### config.mk
export PLATFORM = sky130hd
export DESIGN_NAME = regfile_dump_reader
export DESIGN_NICKNAME = d
export VERILOG_FILES = /design/src/rtl/regfile_dump_pkg.sv /design/src/rtl/regfile_dump_reader.sv
export SDC_FILE = /design/constraint.sdc
export NUM_CORES = 1
export LEC_CHECK = 0
export CORE_UTILIZATION = 25
export DETAILED_ROUTE_END_ITERATION = 6
export SLEW_MARGIN = 20
export SYNTH_ARGS = -nofsm -noshare
export SYNTH_HDL_FRONTEND = slang
export SYNTH_SLANG_ARGS = --single-unit
### constraint.sdc
create_clock -name clk -period 4.14 [get_ports clk]
set_clock_uncertainty 0.2 [all_clocks]
set_input_delay 1.242 -clock clk [delete_from_list [all_inputs] [get_ports clk]]
set_output_delay 1.242 -clock clk [all_outputs]
set_load 0.01 [all_outputs]
### src/rtl/regfile_dump_pkg.sv
// regfile_dump_pkg: shared state encoding and default sizes for the register file dump reader.
package regfile_dump_pkg;
    typedef enum logic [1:0] {IDLE, READ, SEND, DONE} state_t;
    localparam int DEF_DATA_WIDTH = 32;
    localparam int DEF_NUM_REGS = 32;
    localparam int DEF_ADDR_WIDTH = 5;
endpackage

### src/rtl/regfile_dump_reader.sv
// regfile_dump_reader: walks every register address, streams each word out with its address and XORs them into a checksum.
module regfile_dump_reader
    import regfile_dump_pkg::*;
#(
    parameter int DATA_WIDTH = DEF_DATA_WIDTH,
    parameter int NUM_REGS = DEF_NUM_REGS,
    parameter int ADDR_WIDTH = DEF_ADDR_WIDTH
) (
    input  logic                  clk,
    input  logic                  rst,
    input  logic                  start,
    input  logic                  abort,
    output logic                  busy,
    output logic [ADDR_WIDTH-1:0] rd_addr,
    input  logic [DATA_WIDTH-1:0] rd_data,
    output logic                  out_valid,
    input  logic                  out_ready,
    output logic [DATA_WIDTH-1:0] out_data,
    output logic [ADDR_WIDTH-1:0] out_addr,
    output logic                  done,
    output logic [DATA_WIDTH-1:0] checksum
);
    localparam logic [ADDR_WIDTH-1:0] LAST = ADDR_WIDTH'(NUM_REGS - 1);
    state_t state;
    logic [ADDR_WIDTH-1:0] index;
    assign busy = state != IDLE;
    assign rd_addr = (state == IDLE) ? '0 : index;
    always_ff @(posedge clk or negedge rst) begin
        if (!rst) begin
            state <= IDLE;
            index <= '0;
            out_valid <= 1'b0;
            out_data <= '0;
            out_addr <= '0;
            done <= 1'b0;
            checksum <= '0;
        end else if (abort && state != IDLE) begin
            // abort outranks a same-edge handshake, so the held word is dropped
            state <= IDLE;
            out_valid <= 1'b0;
            done <= 1'b0;
        end else begin
            case (state)
                IDLE: begin
                    done <= 1'b0;
                    if (start) begin
                        checksum <= '0;
                        index <= '0;
                        state <= READ;
                    end
                end
                READ: begin
                    out_data <= rd_data;
                    out_addr <= index;
                    out_valid <= 1'b1;
                    checksum <= checksum ^ rd_data;
                    state <= SEND;
                end
                SEND: begin
                    if (out_ready) begin
                        out_valid <= 1'b0;
                        if (index == LAST) begin
                            done <= 1'b1;
                            state <= DONE;
                        end else begin
                            index <= index + ADDR_WIDTH'(1);
                            state <= READ;
                        end
                    end
                end
                DONE: begin
                    done <= 1'b0;
                    state <= IDLE;
                end
            endcase
        end
    end
endmodule

==> reports/qor.txt <==
Drt via density - 4.527
Leakage - 2.328 nW
Final core occ - 35.60%
Hold Path Origin - out_valid$_DFFE_PN0P_
Via count - 2947
Post-synth EDFFs - 0
Hold_ws - 0.2974 ns
Setup-failing EPs final - 0
Slew margin rel. - 50.99%
Sequential Power Share - 32.8%
Comb pwr share - 49.0%
Crit path kind - reg -> out
Warnings, synthesis - 0
Mapped Area - 0.003914 mm2
CP Capture Type - primary output
#FFs+latches synth - 78
Tcrit/Tclk final - 83.63%
Register area - 0.001952 mm2
# IOs - 114
Worst min path class - reg -> reg
Upper clock frequency limit - 288.8 MHz
Nets@finish - 479
Global Route Usage Sum - 12.40%
CP Launch Type - register
Mapped Nets - 369
Top Family by Delay on Critical Path - buffers and inverters
Hold path depth - 1
Final ANT Viol Nets - 0
Arr. time, crit path - 2.02 ns
Clock Path Buffers - 2
Initial DRC Count - 88
First drt pass iteration count - 4
Routed wire length - 9.255 mm
Initial antenna violation count - 0
CP Buf/Inv Count - 2
Avg WL per Cell - 14.22 um
Initial Util - 25.65%
Pwr dens - 732.9 mW/mm2
# H-tree levels - 3
N_diodes - 0
Setup TNS - 0 ns
Final GP Congestion - 0.7563
Post-synthesis sequential area ratio - 49.87%
P_int - 2.583 mW
Final Hold Vio Count - 0
Power share of the clock group - 18.2%
Residual DRC count - 0
Mean post-synth cell area - 12.01 um2
Clock Latency Late Sink - 0.34 ns
Core area - 0.01526 mm2
CP max FO - 10
Crit path cell chain - inv_1, ha_1, and2b_1, clkdlybuf4s50_1
Total power - 3.980 mW
Area Overhead vs Synth - 38.78%
Post-synthesis cell type count - 35
Clock sink total - 78
Hold Crit Endpoint - out_valid$_DFFE_PN0P_
Status - finished clean
R2R Path Start - state[1]$_DFFE_PN0P_
Cells after synthesis - 326
CP max-delay cell - clkdlybuf4s50_1
Pins over their slew limit - 0
R2r worst-path depth - 7
Peak VDD IR - 0.3009 mV
CTS buffer count - 9
Grt total ovfl - 0
First-pass GRT wire length - 15.64 mm
Net Sw Power - 1.397 mW
Die Wd - 127.1 um
Detail Placement HPWL - 6.256 mm
Vias in the first global route - 3077
Clk slew on worst S/H paths - 0.06 ns
Synth Flop Type - dfrtp_1
Fillcell total - 1529
Cts hold-fix bufs - 0
Layout cells sized above 1 - 14.09%
Die ar. - 0.01616 mm2
I/O Buffers - 113
Die Y - 127.1 um
Max-cap violations - 0
Critical Path RT - 2.70 ns
Clock root buffer master - clkbuf_16
RSZ-0062 raised after global routing - no
Rows - 45
R2r setup slk - 1.57 ns
Worst-Margin Slew - 0.7351 ns
Final min period - 3.462 ns
Postcts setup bufs - 0
Worst R2R End - checksum[31]$_DFFE_PN0P_
Sw Share - 35.10%
CTS tree - yes
Largest net degree at the start of global routing - 79
Slowest stage delay, CP - 0.46 ns
Multi-input gate area - 0.001772 mm2
Post-cts sizing count - 0
Post-synth ARST share - 100.0%
registers in the layout (all words and copies together) (netlist names):
signal     cells
state          2
index          5
out_data      32
out_valid      1
checksum      32
done           1
out_addr       5
power groups by stage:
stage / clock, mW / sequential [mW] / combinational, mW
after floorplan: 0 / 1.41 / 1.11
after global placement: 0 / 1.30 / 1.95
after detailed placement: 0 / 1.31 / 1.98
after CTS: 0.758 / 1.31 / 1.99
after global routing: 0.790 / 1.35 / 2.13
final: 0.723 / 1.31 / 1.95
worst max-delay path by stage:
stage | from | cells past startpoint | slack [ns] | endpoint
after global placement | abort | 5 | 0.99 | checksum[4]$_DFFE_PN0P_
after CTS | state[0]$_DFFE_PN0P_ | 4 | 0.63 | rd_addr[3]
after detailed placement | abort | 5 | 0.96 | checksum[31]$_DFFE_PN0P_
after floorplan | state[0]$_DFFE_PN0P_ | 4 | 1.69 | rd_addr[3]
after global routing | state[0]$_DFFE_PN0P_ | 4 | 0.53 | rd_addr[3]
final | state[0]$_DFFE_PN0P_ | 4 | 0.68 | rd_addr[3]
per-stage QoR:
stage / area (um2) / instances / setup slack, ns
detailed placement: 5161 / 636 / 0.9606
global route: 5431 / 651 / 0.5309
global placement: 5161 / 636 / 0.9947
finish: 5431 / 651 / 0.6776
CTS: 5428 / 651 / 0.6332
floorplan: 3914 / 326 / 1.687
metal layers:
layer  wire length (um)  vias to the layer above  GRT usage, %
met2               4236                       84         19.97
met5                  0                        -             0
met1               4332                     1453         15.32
li1                   -                     1399             -
met4                147                        0         4.832
met3                539                       11         4.146
cells in the mapped netlist, types with 2 or more instances:
cell	count	area (um2)
nor2b_1	7	43.79
buf_2	7	35.03
mux2_2	8	90.09
nand2_1	42	157.7
o21ai_0	5	25.02
dfrtp_1	78	1952
a21oi_1	3	15.01
nand3_1	33	165.2
nand3b_1	32	240.2
nand4b_1	32	280.3
buf_6	7	78.83
a22oi_1	3	22.52
mux2_4	30	450.4
and2b_1	2	15.01
nand2b_1	3	18.77
inv_1	4	15.01
ha_1	6	75.07
nor2_1	5	18.77
buf_12	3	60.06
kinds of logic (layout without fill, tap and decap cells):
kind of cell / Yosys count / count (layout) / share of synthesized area, %
and+or+nand+nor: 162 / 162 / 25.67
DFF: 78 / 78 / 49.87
muxes: 39 / 39 / 14.07
buffers and inverters: 22 / 136 / 4.923
AOI/OAI and AO/OA: 19 / 19 / 3.549
adders and majority gates: 6 / 6 / 1.918
area by class of cell:
cell class	count	share of cell area [%]
repair buffers	117	21.40
clock buffers	11	4.469
multi-input cells	226	32.62
clock inverters	4	0.4377
inverters	4	0.2764
well taps	211	4.861
flip-flops and latches	78	35.94
cells in the final DEF, fill, tap and decap left out, types with 2 or more instances in the layout:
cell type        instances
clkdlybuf4s50_1        112
a21oi_1                  3
inv_1                    4
nand3_1                 33
mux2_2                   8
mux2_4                  30
o21ai_0                  5
dfrtp_1                 78
nand3b_1                32
a22oi_1                  3
and2b_1                  2
nand4b_1                32
nand2b_1                 3
clkbuf_16                9
buf_4                    4
ha_1                     5
nand2_1                 42
nor2b_1                  7
nor2_1                   5
clkinv_2                 3
(Power assumes the default switching activity.)
